`config.mk`:
```
export PLATFORM = sky130hd
export DESIGN_NAME = sound_ram_reader_flat
export DESIGN_NICKNAME = d
export VERILOG_FILES = /design/src/rtl/sound_ram_reader_if.sv /design/src/rtl/sound_ram_reader.sv /design/src/flat_wrapper.sv
export SDC_FILE = /design/constraint.sdc
export NUM_CORES = 1
export LEC_CHECK = 0
export CELL_PAD_IN_SITES_DETAIL_PLACEMENT = 1
export CELL_PAD_IN_SITES_GLOBAL_PLACEMENT = 1
export CORE_UTILIZATION = 30
export CTS_CLUSTER_DIAMETER = 200
export DETAILED_ROUTE_END_ITERATION = 12
export GPL_TIMING_DRIVEN = 0
export PLACE_DENSITY = 0.62
export SLEW_MARGIN = 30
export SYNTH_ARGS = -nofsm -noshare
export SYNTH_HDL_FRONTEND = slang
export SYNTH_SLANG_ARGS = --single-unit
```
`constraint.sdc`:
```
create_clock -name clk_logic -period 3.48 [get_ports clk_logic]
set_clock_uncertainty 0.1 [all_clocks]
set_input_delay 0.696 -clock clk_logic [delete_from_list [all_inputs] [get_ports clk_logic]]
set_output_delay 0.696 -clock clk_logic [all_outputs]
set_load 0.01 [all_outputs]
```
`src/rtl/sound_ram_reader_if.sv`:
```
// ============================================================================
// Module      : sound_ram_reader_if
// Description : Read-client port between the sound-RAM reader and SDRAM.
// Revision    : 1.0 - initial release
// ============================================================================
`default_nettype none

interface sound_ram_reader_if;
    logic        rd;      // one-cycle read request
    logic [20:0] addr;    // 32-bit-word address
    logic [31:0] q;       // read data
    logic        ready;   // data-valid pulse

    modport master (output rd, output addr, input q, input ready);
    modport slave  (input rd, input addr, output q, output ready);
endinterface

`default_nettype wire

```
`src/rtl/sound_ram_reader.sv`:
```
// ============================================================================
// Module      : sound_ram_reader
// Description : Services $C03D sound-RAM reads from SDRAM and tracks the
//               GLU sound pointer. Macro SOUND_RAM_READER_PREFETCH_EN selects
//               prefetch-on-pointer-load instead of IIgs one-read lag.
// Revision    : 1.0 - initial release
// ============================================================================
`default_nettype none

module sound_ram_reader #(
    parameter logic ENABLE = 1'b1
) (
    input  wire logic        clk_logic,
    input  wire logic        system_reset_n,
    input  wire logic        ptr_wr_i,
    input  wire logic [15:0] ptr_i,
    input  wire logic        ram_mode_i,
    input  wire logic        auto_inc_i,
    input  wire logic        data_rd_i,
    output logic      [7:0]  rd_data_o,
    output logic             ptr_inc_o,
    output logic             busy_o,
    output logic             overrun_o,
    sound_ram_reader_if.master mem
);

    typedef enum logic [1:0] {
        ST_IDLE = 2'd0,
        ST_REQ  = 2'd1,
        ST_WAIT = 2'd2
    } state_t;

    state_t      state_q, state_d;
    logic [15:0] addr_q;
    logic [15:0] fetch_addr_q, fetch_addr_d;
    logic [15:0] pend_addr_q, pend_addr_d;
    logic        pend_q, pend_d;
    logic        stale_q, stale_d;
    logic [7:0]  rd_data_q;
    logic        ptr_inc_q;
    logic        busy_q;
    logic        overrun_q;
    logic        mem_rd_q;

    logic        w_load;
    logic        w_accept;
    logic [15:0] w_addr_base;
    logic [15:0] w_addr_next;
    logic        w_fetch_req;
    logic [15:0] w_fetch_addr;
    logic        w_supersede;
    logic        w_done;
    logic        w_free;
    logic        w_launch;
    logic [15:0] w_launch_addr;
    logic        w_drop;
    logic        w_capture;

    always_comb begin
        w_load      = ENABLE && ptr_wr_i;
        w_accept    = ENABLE && data_rd_i && ram_mode_i;
        // A same-cycle pointer load takes effect before the read uses it
        w_addr_base = w_load ? ptr_i : addr_q;
        w_addr_next = (w_accept && auto_inc_i) ? (w_addr_base + 16'd1) : w_addr_base;
`ifdef SOUND_RAM_READER_PREFETCH_EN
        w_fetch_req  = w_load || w_accept;
        w_fetch_addr = w_addr_next;
        w_supersede  = w_load;
`else
        w_fetch_req  = w_accept;
        w_fetch_addr = w_addr_base;
        w_supersede  = 1'b0;
`endif
        w_done = (state_q == ST_WAIT) && mem.ready;
        w_free = (state_q == ST_IDLE) || w_done;

        w_launch      = 1'b0;
        w_launch_addr = w_fetch_addr;
        pend_d        = pend_q;
        pend_addr_d   = pend_addr_q;
        w_drop        = 1'b0;

        if (w_free) begin
            if (pend_q && !w_supersede) begin
                w_launch      = 1'b1;
                w_launch_addr = pend_addr_q;
                pend_d        = w_fetch_req;
                pend_addr_d   = w_fetch_addr;
            end else begin
                w_launch      = w_fetch_req;
                w_launch_addr = w_fetch_addr;
                pend_d        = 1'b0;
            end
        end else if (w_fetch_req) begin
            // A pointer load replaces any queued fetch; a read never does
            if (!pend_q || w_supersede) begin
                pend_d      = 1'b1;
                pend_addr_d = w_fetch_addr;
            end else begin
                w_drop = 1'b1;
            end
        end

        if (w_done || (state_q == ST_IDLE)) begin
            stale_d = 1'b0;
        end else begin
            stale_d = stale_q || w_supersede;
        end
        w_capture = w_done && !stale_q && !w_supersede;

        fetch_addr_d = w_launch ? w_launch_addr : fetch_addr_q;

        if (w_launch) begin
            state_d = ST_REQ;
        end else if (state_q == ST_REQ) begin
            state_d = ST_WAIT;
        end else if (w_done) begin
            state_d = ST_IDLE;
        end else begin
            state_d = state_q;
        end
    end

    always_ff @(posedge clk_logic or negedge system_reset_n) begin
        if (!system_reset_n) begin
            state_q      <= ST_IDLE;
            addr_q       <= 16'h0000;
            fetch_addr_q <= 16'h0000;
            pend_addr_q  <= 16'h0000;
            pend_q       <= 1'b0;
            stale_q      <= 1'b0;
            rd_data_q    <= 8'h00;
            ptr_inc_q    <= 1'b0;
            busy_q       <= 1'b0;
            overrun_q    <= 1'b0;
            mem_rd_q     <= 1'b0;
        end else begin
            state_q      <= state_d;
            addr_q       <= w_addr_next;
            fetch_addr_q <= fetch_addr_d;
            pend_addr_q  <= pend_addr_d;
            pend_q       <= pend_d;
            stale_q      <= stale_d;
            ptr_inc_q    <= w_accept && auto_inc_i;
            busy_q       <= (state_d != ST_IDLE);
            mem_rd_q     <= w_launch;
            if (w_capture) begin
                rd_data_q <= mem.q[8*fetch_addr_q[1:0] +: 8];
            end
            if (w_drop) begin
                overrun_q <= 1'b1;
            end else if (w_load) begin
                overrun_q <= 1'b0;
            end
        end
    end

    assign rd_data_o = rd_data_q;
    assign ptr_inc_o = ptr_inc_q;
    assign busy_o    = busy_q;
    assign overrun_o = overrun_q;
    assign mem.rd    = mem_rd_q;
    assign mem.addr  = {4'b0000, 1'b1, 2'b00, fetch_addr_q[15:2]};

endmodule

`default_nettype wire

```
`src/flat_wrapper.sv`:
```
// flat-port wrapper written by rule: the top's interface ports become plain ports
module sound_ram_reader_flat 
#(
    parameter logic ENABLE = 1'b1
)
  (clk_logic, system_reset_n, ptr_wr_i, ptr_i, ram_mode_i, auto_inc_i, data_rd_i, rd_data_o, ptr_inc_o, busy_o, overrun_o, mem_rd, mem_addr, mem_q, mem_ready);
  sound_ram_reader_if mem_i ();
  input  wire logic clk_logic;
  input  wire logic system_reset_n;
  input  wire logic ptr_wr_i;
  input  wire logic [15:0] ptr_i;
  input  wire logic ram_mode_i;
  input  wire logic auto_inc_i;
  input  wire logic data_rd_i;
  output logic      [7:0] rd_data_o;
  output logic ptr_inc_o;
  output logic busy_o;
  output logic overrun_o;
  output wire logic [$bits(mem_i.rd)-1:0] mem_rd;
  output wire logic [$bits(mem_i.addr)-1:0] mem_addr;
  input wire logic [$bits(mem_i.q)-1:0] mem_q;
  input wire logic [$bits(mem_i.ready)-1:0] mem_ready;
  assign mem_rd = mem_i.rd;
  assign mem_addr = mem_i.addr;
  assign mem_i.q = mem_q;
  assign mem_i.ready = mem_ready;
  sound_ram_reader #(.ENABLE(ENABLE)) u_core (.clk_logic(clk_logic), .system_reset_n(system_reset_n), .ptr_wr_i(ptr_wr_i), .ptr_i(ptr_i), .ram_mode_i(ram_mode_i), .auto_inc_i(auto_inc_i), .data_rd_i(data_rd_i), .rd_data_o(rd_data_o), .ptr_inc_o(ptr_inc_o), .busy_o(busy_o), .overrun_o(overrun_o), .mem(mem_i));
endmodule
```
* Word-level counts from Yosys, hierarchy flattened
Cells that the tools add are included.
** Word-level totals
- Register bits after elaboration :: 63
- Bits of input ports :: 55
- Word-level logic and storage cells :: 44
** Operators by class
- Add/subtract/negate cells :: 1
- Equal/unequal tests :: 3
- Shift-type cells :: 1
- Muxes and demuxes :: 20
- Reduce and logical (&&, ||, !) cells :: 9
** Operator list (number)
- 16-bit 2-to-1 mux :: 7
- 32-bit by 6-bit indexed part select with 8-bit output :: 1
- 16-bit by 1-bit adder with 16-bit output, second input constant :: 1
- 1-bit 2-to-1 mux :: 10
- 2-bit 2-to-1 mux :: 3
- 2-bit nonzero test :: 3
- 1-bit logical AND :: 3
- 2-bit by 1-bit == test with 1-bit output, second input constant :: 1
- 2-bit == test, second input constant :: 1
- 2-bit logical NOT :: 1
- 2-bit by 1-bit inequality test with 1-bit output, second input constant :: 1
- 2-bit AND reduction :: 1
- 1-bit logical OR :: 1

* Longest topological paths before layout
Gate-level depths: netlist (run 1).
- Depth in word-level cells :: 6
- Mapped depth :: 8
- Mapped depth without buffers :: 6

* Least setup slack after synthesis (run 1)
OpenSTA, ideal clock, no wires.
- Path type :: input port to flip-flop
- Start point :: input ptr_wr_i
- End point :: register u_core.addr_q[12]
- Arrival :: 2255 ps
- Path slack :: 994 ps
- Stages :: 8
- Cell sequence :: buf_6 buf_4 mux2_2 ha_1 nand4_1 a2111oi_4 nand3_1 xor2_1
** On the way
- Word-level cells in the longest chain between the ends :: 3
** Ends and longest elaborated chain
- start, declared :: RTL line flat_wrapper.sv:10 : input wire logic ptr_wr_i;
- 16-bit 2-to-1 mux * :: RTL line sound_ram_reader.sv:63 : w_addr_base = w_load ? ptr_i : addr_q;
- 16-bit by 1-bit adder with 16-bit output :: RTL line sound_ram_reader.sv:64 : w_addr_next = (w_accept && auto_inc_i) ? (w_addr_base + 16'd1) : w_addr_base;
- 16-bit 2-to-1 mux * :: RTL line sound_ram_reader.sv:64
- via u_core.w_addr_next[12] :: RTL line sound_ram_reader.sv:48 : logic [15:0] w_addr_next;
- end signal, assigned :: RTL line sound_ram_reader.sv:139 : addr_q <= w_addr_next;
- end, declared :: RTL line sound_ram_reader.sv:34 : logic [15:0] addr_q;
The timed path passes the listed nets; every way through them passes the cells marked *.
A chain may end at the register's enable or synchronous reset.

* Final worst setup path (run 1)
Same ends and word-level chain as after synthesis.

==> impl_metrics.toml, run 1 <==
[synth]
synth_common_cells = "dfrtp_1, mux2_2, nand2_1"
synth_edf_count = 0
yosysUniqueCellTypes = 32
synth-simple-area-share_pct = 8.93
synth_top_family_by_area = "multiplexers"
synth-async-reset-ratio_pct = 100
yosysWarnings = 0
synth_seq_cells = 63
synth_area_sq_mm = 0.00331
synth_area_per_cell_sq_um = 11.9
synth_area_leaders = "dfrtp_1, mux2_2, mux2i_1"
seq_area_frac_synth_pct = 47.7
synth_xor_area_share_pct = 3.97
syn_inst = 278
synth_top_cell_by_area = "dfrtp_1"
synth-compound-area-share_pct = 6.17
synth.most_common_cell = "dfrtp_1"
synth-adder-area-share_pct = 0.378
synth_top_area_share_pct = 47.7
synth_mux_area_share_pct = 24.5
ys.flop_type = "dfrtp_1"

[clocking]
clock_latency_ns = 0.34
cts_hold_buf = 0
cts-root-buf = "clkbuf_8"
cts_post_setup_buffers_inserted = 0
htree_levels = 3
clock_sinks = 63
post_cts_resized = 0
cts_tree = "done"
clkTransAtPathRegs_ns = 0.07
cts_buffers = 9
clockBufferDepth = 2

[routing]
drc = 0
drt_iter0_markers = 68
wl_um = 8140
dr_wl_met2_um = 4060
via_count = 2405
firstDrtPassIters = 4
wl_met3_um = 616
met1_length_um = 3390
post_drt_wl_per_cell_um = 15.8
top_layer = "met4"
via_per_inst = 4.68
ant_nets = 0

[worst_setup_path]
cp-start-kind = "input port"
endpoint_kind = "flip-flop"
crit_fanout = 10
worstPathArrival_ns = 3.15
worstPathRequired_ns = 3.60
rrSetupSlack_ns = 1.41
rr_worst_depth = 6
crit_type = "input port to flip-flop"

[sta]
tightest_slew_ns = 0.643
fin_crit_sh_pct = 87.1
drv_slew = 0
timing.final.crit_period_ns = 3.03
finalSetupViolations = 0
fmaxAchievable_mhz = 330
rsz0062_at_grt = "false"
finalHoldViolations = 0
slew_headroom_pct = 55.9

[global_routing]
gr-total-overflow = 0
grt_pass1_wl_um = 13200
grt_max_degree = 35
grt.total_usage_pct = 15.3
antenna_found_initial = 0
grt_pass1_vias = 2623

[pwr]
total_power_w = 0.00309
irDropWorstVdd_v = 0.000294
p_leak_nw = 1.90
p_per_area_mw_per_mm2 = 691

[floorplanning]
die_h_um = 107
ioPinCount = 88
core-area_sq_mm = 0.0105
start_util_pct = 31.5
die-area_sq_mm = 0.0114
die_w_um = 107
rows = 37

[cells_and_area]
layout-drive-gt1-share_pct = 24.3
stdcell_area_sq_mm = 0.00448
syn_to_final_growth_pct = 35.4
fin_nets = 431
diodes = 0

[place]
dpl.hpwl_um = 6210
place.gp.congestion = 0.747
io_buffers = 80
placed_area_sq_mm = 0.00431

[run_status]
status = "finished clean"

[hold_path]
hold_path.class = "input port to async pin"

[job]
cap_viol_max_count = 0
-- layout by cell type, fill, tap and decap left out --
cell type,count
clkdlybuf4s50_1,79
dfrtp_1,63
mux2_2,34
nand2_1,26
buf_4,25
mux2i_1,22
o21ai_0,18
inv_1,12
clkbuf_8,11
a21oi_1,10
xnor2_1,9
mux4_2,8
nand3_1,7
nor2_1,7
conb_1,7
xor2_1,6
clkbuf_1,6
nand4_1,5
nand4_2,2
mux2i_2,2
a211oi_1,2
buf_2,2
buf_1,2
buf_6,1
nand4b_4,1
a2111oi_4,1
nor3_4,1
nand4b_1,1
nand3b_4,1
a211oi_2,1
nor3_1,1
a211o_1,1
nand2b_1,1
ha_1,1
clkinv_2,1
buf_12,1
-- cell type report --
class                           count  area, sq um
Buffer                             33          224
Fill cell                        1177         6030
Tap cell                          136          170
Timing Repair Buffer               81          818
Clock buffer                       13          159
Inverter                           12         45.0
Multi-Input combinational cell    175         1480
Sequential cell                    63         1580
Clock inverter                      1         5.00
-- worst paths after layout --
path	from	endpoint
min	system_reset_n	u_core.rd_data_o[1]
max reg2reg	u_core.addr_q[0]	u_core.addr_q[12]
max in group asynchronous	system_reset_n	u_core.addr_q[15]
min reg2reg	u_core.fetch_addr_q[6]	u_core.fetch_addr_q[6]
min in group clk_logic	u_core.fetch_addr_q[6]	u_core.fetch_addr_q[6]
max	ptr_wr_i	u_core.addr_q[12]
-- worst max-delay path: stages --
cell and delay (ns):
clkdlybuf4s50_1 0.58, buf_6 0.20, buf_4 0.21, mux2_2 0.23, ha_1 0.15, nand4_1 0.29
a2111oi_4 0.48, nand3_1 0.14, xor2_1 0.17
-- per-layer routing --
layer,vias to the layer above,GRT usage [%]
met2,77,26.5
met4,0,4.40
met5,-,0
met1,1189,17.9
met3,7,4.98
li1,1132,-
-- state kept, by name, summed over array words and instances, names as in the netlist --
signal / flops
u_core.addr_q: 16
u_core.busy_o: 1
u_core.fetch_addr_q: 16
u_core.mem.rd: 1
u_core.overrun_o: 1
u_core.pend_addr_q: 16
u_core.pend_q: 1
u_core.ptr_inc_o: 1
u_core.rd_data_o: 8
u_core.state_q: 2
-- per-stage QoR --
step	hold WS, ns	setup TNS [ns]	utilization (%)	setup slack, ns	instances
floorplan	0.300	0	-	0.994	283
global placement	0.377	-40.26	40.9	-0.642	499
detailed placement	0.379	0	41.1	0.0259	500
CTS	0.182	0	42.6	0.414	514
global route	0.200	0	42.6	0.304	514
finish	0.187	0	42.6	0.450	514
-- where the power goes --
part / leakage [nW] / switching [W] / internal (W)
logic: 1.06 / 0.000589 / 0.000782
clock network: 0.0854 / 0.000268 / 0.000289
registers: 0.755 / 0.000145 / 0.00102
-- cell families after synthesis --
group / Yosys count
AO/OA/AOI/OAI: 33
XOR/XNOR: 15
adder cells (fa/ha/maj): 1
buffers and inverters: 45
flip-flops: 63
multiplexers: 66
other: 2
AND/OR/NAND/NOR: 53
Power figures use the tool's default switching activity.
==> run 2, diff against run 1 <==
--- a/config.mk
+++ b/config.mk
@@ -7,6 +7,7 @@
 export LEC_CHECK = 0
 export CELL_PAD_IN_SITES_DETAIL_PLACEMENT = 1
 export CELL_PAD_IN_SITES_GLOBAL_PLACEMENT = 1
+export CORE_ASPECT_RATIO = 0.8
 export CORE_UTILIZATION = 30
 export CTS_CLUSTER_DIAMETER = 200
 export DETAILED_ROUTE_END_ITERATION = 12
==> run 2 against run 1 <==
Sequential share of layout area down 1.2 points. Cell area is 3.5% higher. Sequential power hardly changed. Fmax shrank 3.1%. Hold slack got worse by 0.032 ns. Via count rose by 1.8%. Non-clock buffer count did not move. Largest power group unchanged. Routed wire length rose by 6.8%.
==> impl_metrics.toml, run 2 (synthesis results as in run 1) <==
[place]
dpl.hpwl_um = 6590
place.gp.congestion = 0.721
io_buffers = 80

[global_routing]
grt_max_degree = 45
grt_pass1_wl_um = 13900
grt_pass1_vias = 2665
gr-total-overflow = 0
grt.total_usage_pct = 16.3
antenna_found_initial = 0

[cells_and_area]
fin_nets = 431
final_common_cell = "clkdlybuf4s50_1"
layout-drive-gt1-share_pct = 25.0
finish.utilization_pct = 44.2
syn_to_final_growth_pct = 40.2
diodes = 0
reg.largest.list = "u_core.addr_q x16, u_core.fetch_addr_q x16, u_core.pend_addr_q x16"
final_cell_mix = "clkdlybuf4s50_1, dfrtp_1, mux2_2"

[floorplanning]
rows = 33
die-area_sq_mm = 0.0114
die_h_um = 95.9
die_w_um = 119
ioPinCount = 88
start_util_pct = 31.5
core-area_sq_mm = 0.0105

[clocking]
cts_tree = "done"
cts_buffers = 9
cts_hold_buf = 0
htree_levels = 3
cts-root-buf = "clkbuf_16"
clock_sinks = 63
clkTransAtPathRegs_ns = 0.06
clock_latency_ns = 0.33
cts_post_setup_buffers_inserted = 0
clockBufferDepth = 2
post_cts_resized = 0

[hold_path]
hold_path.class = "input port to async pin"

[worst_setup_path]
rrSetupSlack_ns = 1.33
r2r-start = "u_core.addr_q[0]"
critPathMaxStageDelay_ns = 0.57
worstPathRequired_ns = 3.58
cp_cell_sequence = "clkdlybuf4s50_1 -> buf_6 -> buf_4 -> mux2_2 -> ha_1 -> nand4_1 -> a2111oi_4 -> nand3_1 -> xor2_1"
crit_type = "input port to flip-flop"
cpMaxStageDelayCell = "clkdlybuf4s50_1"
endpoint_kind = "flip-flop"
worstPathArrival_ns = 3.23
crit_start = "ptr_wr_i"
cp-start-kind = "input port"
crit_fanout = 10

[sta]
timing.final.crit_period_ns = 3.13
tightest_slew_ns = 0.691
drv_slew = 0
slew_headroom_pct = 52.6
fin_crit_sh_pct = 89.8
finalHoldViolations = 0
finalSetupViolations = 0
hold_slack_ns = 0.155
rsz0062_at_grt = "false"
fmaxAchievable_mhz = 320

[routing]
post_drt_wl_per_cell_um = 16.7
via_count = 2449
wl_um = 8690
drc = 0
ant_nets = 0
firstDrtPassIters = 4
drt_iter0_markers = 79
via_per_inst = 4.71

[pwr]
irDropWorstVdd_v = 0.000255
p_leak_nw = 1.97
p_per_area_mw_per_mm2 = 749

[run_status]
status = "finished clean"

[job]
cap_viol_max_count = 0
run 2: changes by cell type in the layout (fill, tap and decap cells not counted):
cell,delta
clkbuf_8,-8
clkbuf_1,-1
clkinv_2,+1
buf_12,-1
bufinv_16,+1
clkbuf_16,+9
buf_16,+1
run 2: worst paths after layout:
path / to / cells after the start
max in group asynchronous: u_core.addr_q[13] / 2
setup / recovery: u_core.addr_q[12] / 9
hold / removal: u_core.fetch_addr_q[5] / 1
hold reg to reg: u_core.fetch_addr_q[13] / 2
min in group clk_logic: u_core.fetch_addr_q[13] / 2
setup reg to reg: u_core.addr_q[12] / 6
run 2: power by group:
part | internal (W) | switching (W)
combinational | 0.000783 | 0.000590
clock | 0.000611 | 0.000321
sequential | 0.00102 | 0.000149
run 2: routing by layer:
metal	global-route usage [%]	vias to the layer above	routed length [um]
met5	0	-	0
met1	20.3	1240	4070
li1	-	1140	-
met3	4.86	8	446
met2	27.0	61	4060
met4	5.73	0	112
run 2: worst max-delay path, delay by kind of cell:
kind,cells,cell delay [ns]
and+or+nand+nor,2,0.44
muxes,1,0.23
buffers and inverters,3,0.99
AOI/OAI and AO/OA,1,0.51
xor gates and xnor gates,1,0.18
adders and majority gates,1,0.16
run 2: metrics by stage:
stage               TNS [ns]  total power, W  worst slack (ns)  std cells  instance area [sq um]
floorplan                  0         0.00200             0.994        283                   3330
global placement      -43.58         0.00254            -0.697        503                   4300
detailed placement         0         0.00259            0.0134        504                   4330
CTS                        0         0.00353             0.350        520                   4640
global route               0         0.00370             0.190        520                   4640
finish                     0         0.00347             0.354        520                   4640
run 2: final cells by class:
type | count | area [sq um]
Timing Repair Buffer | 81 | 826
Clock inverter | 3 | 40.0
Sequential cell | 63 | 1580
Multi-Input combinational cell | 175 | 1480
Buffer | 33 | 224
Fill cell | 1140 | 5850
Clock buffer | 13 | 270
Tap cell | 140 | 175
Inverter | 12 | 45.0
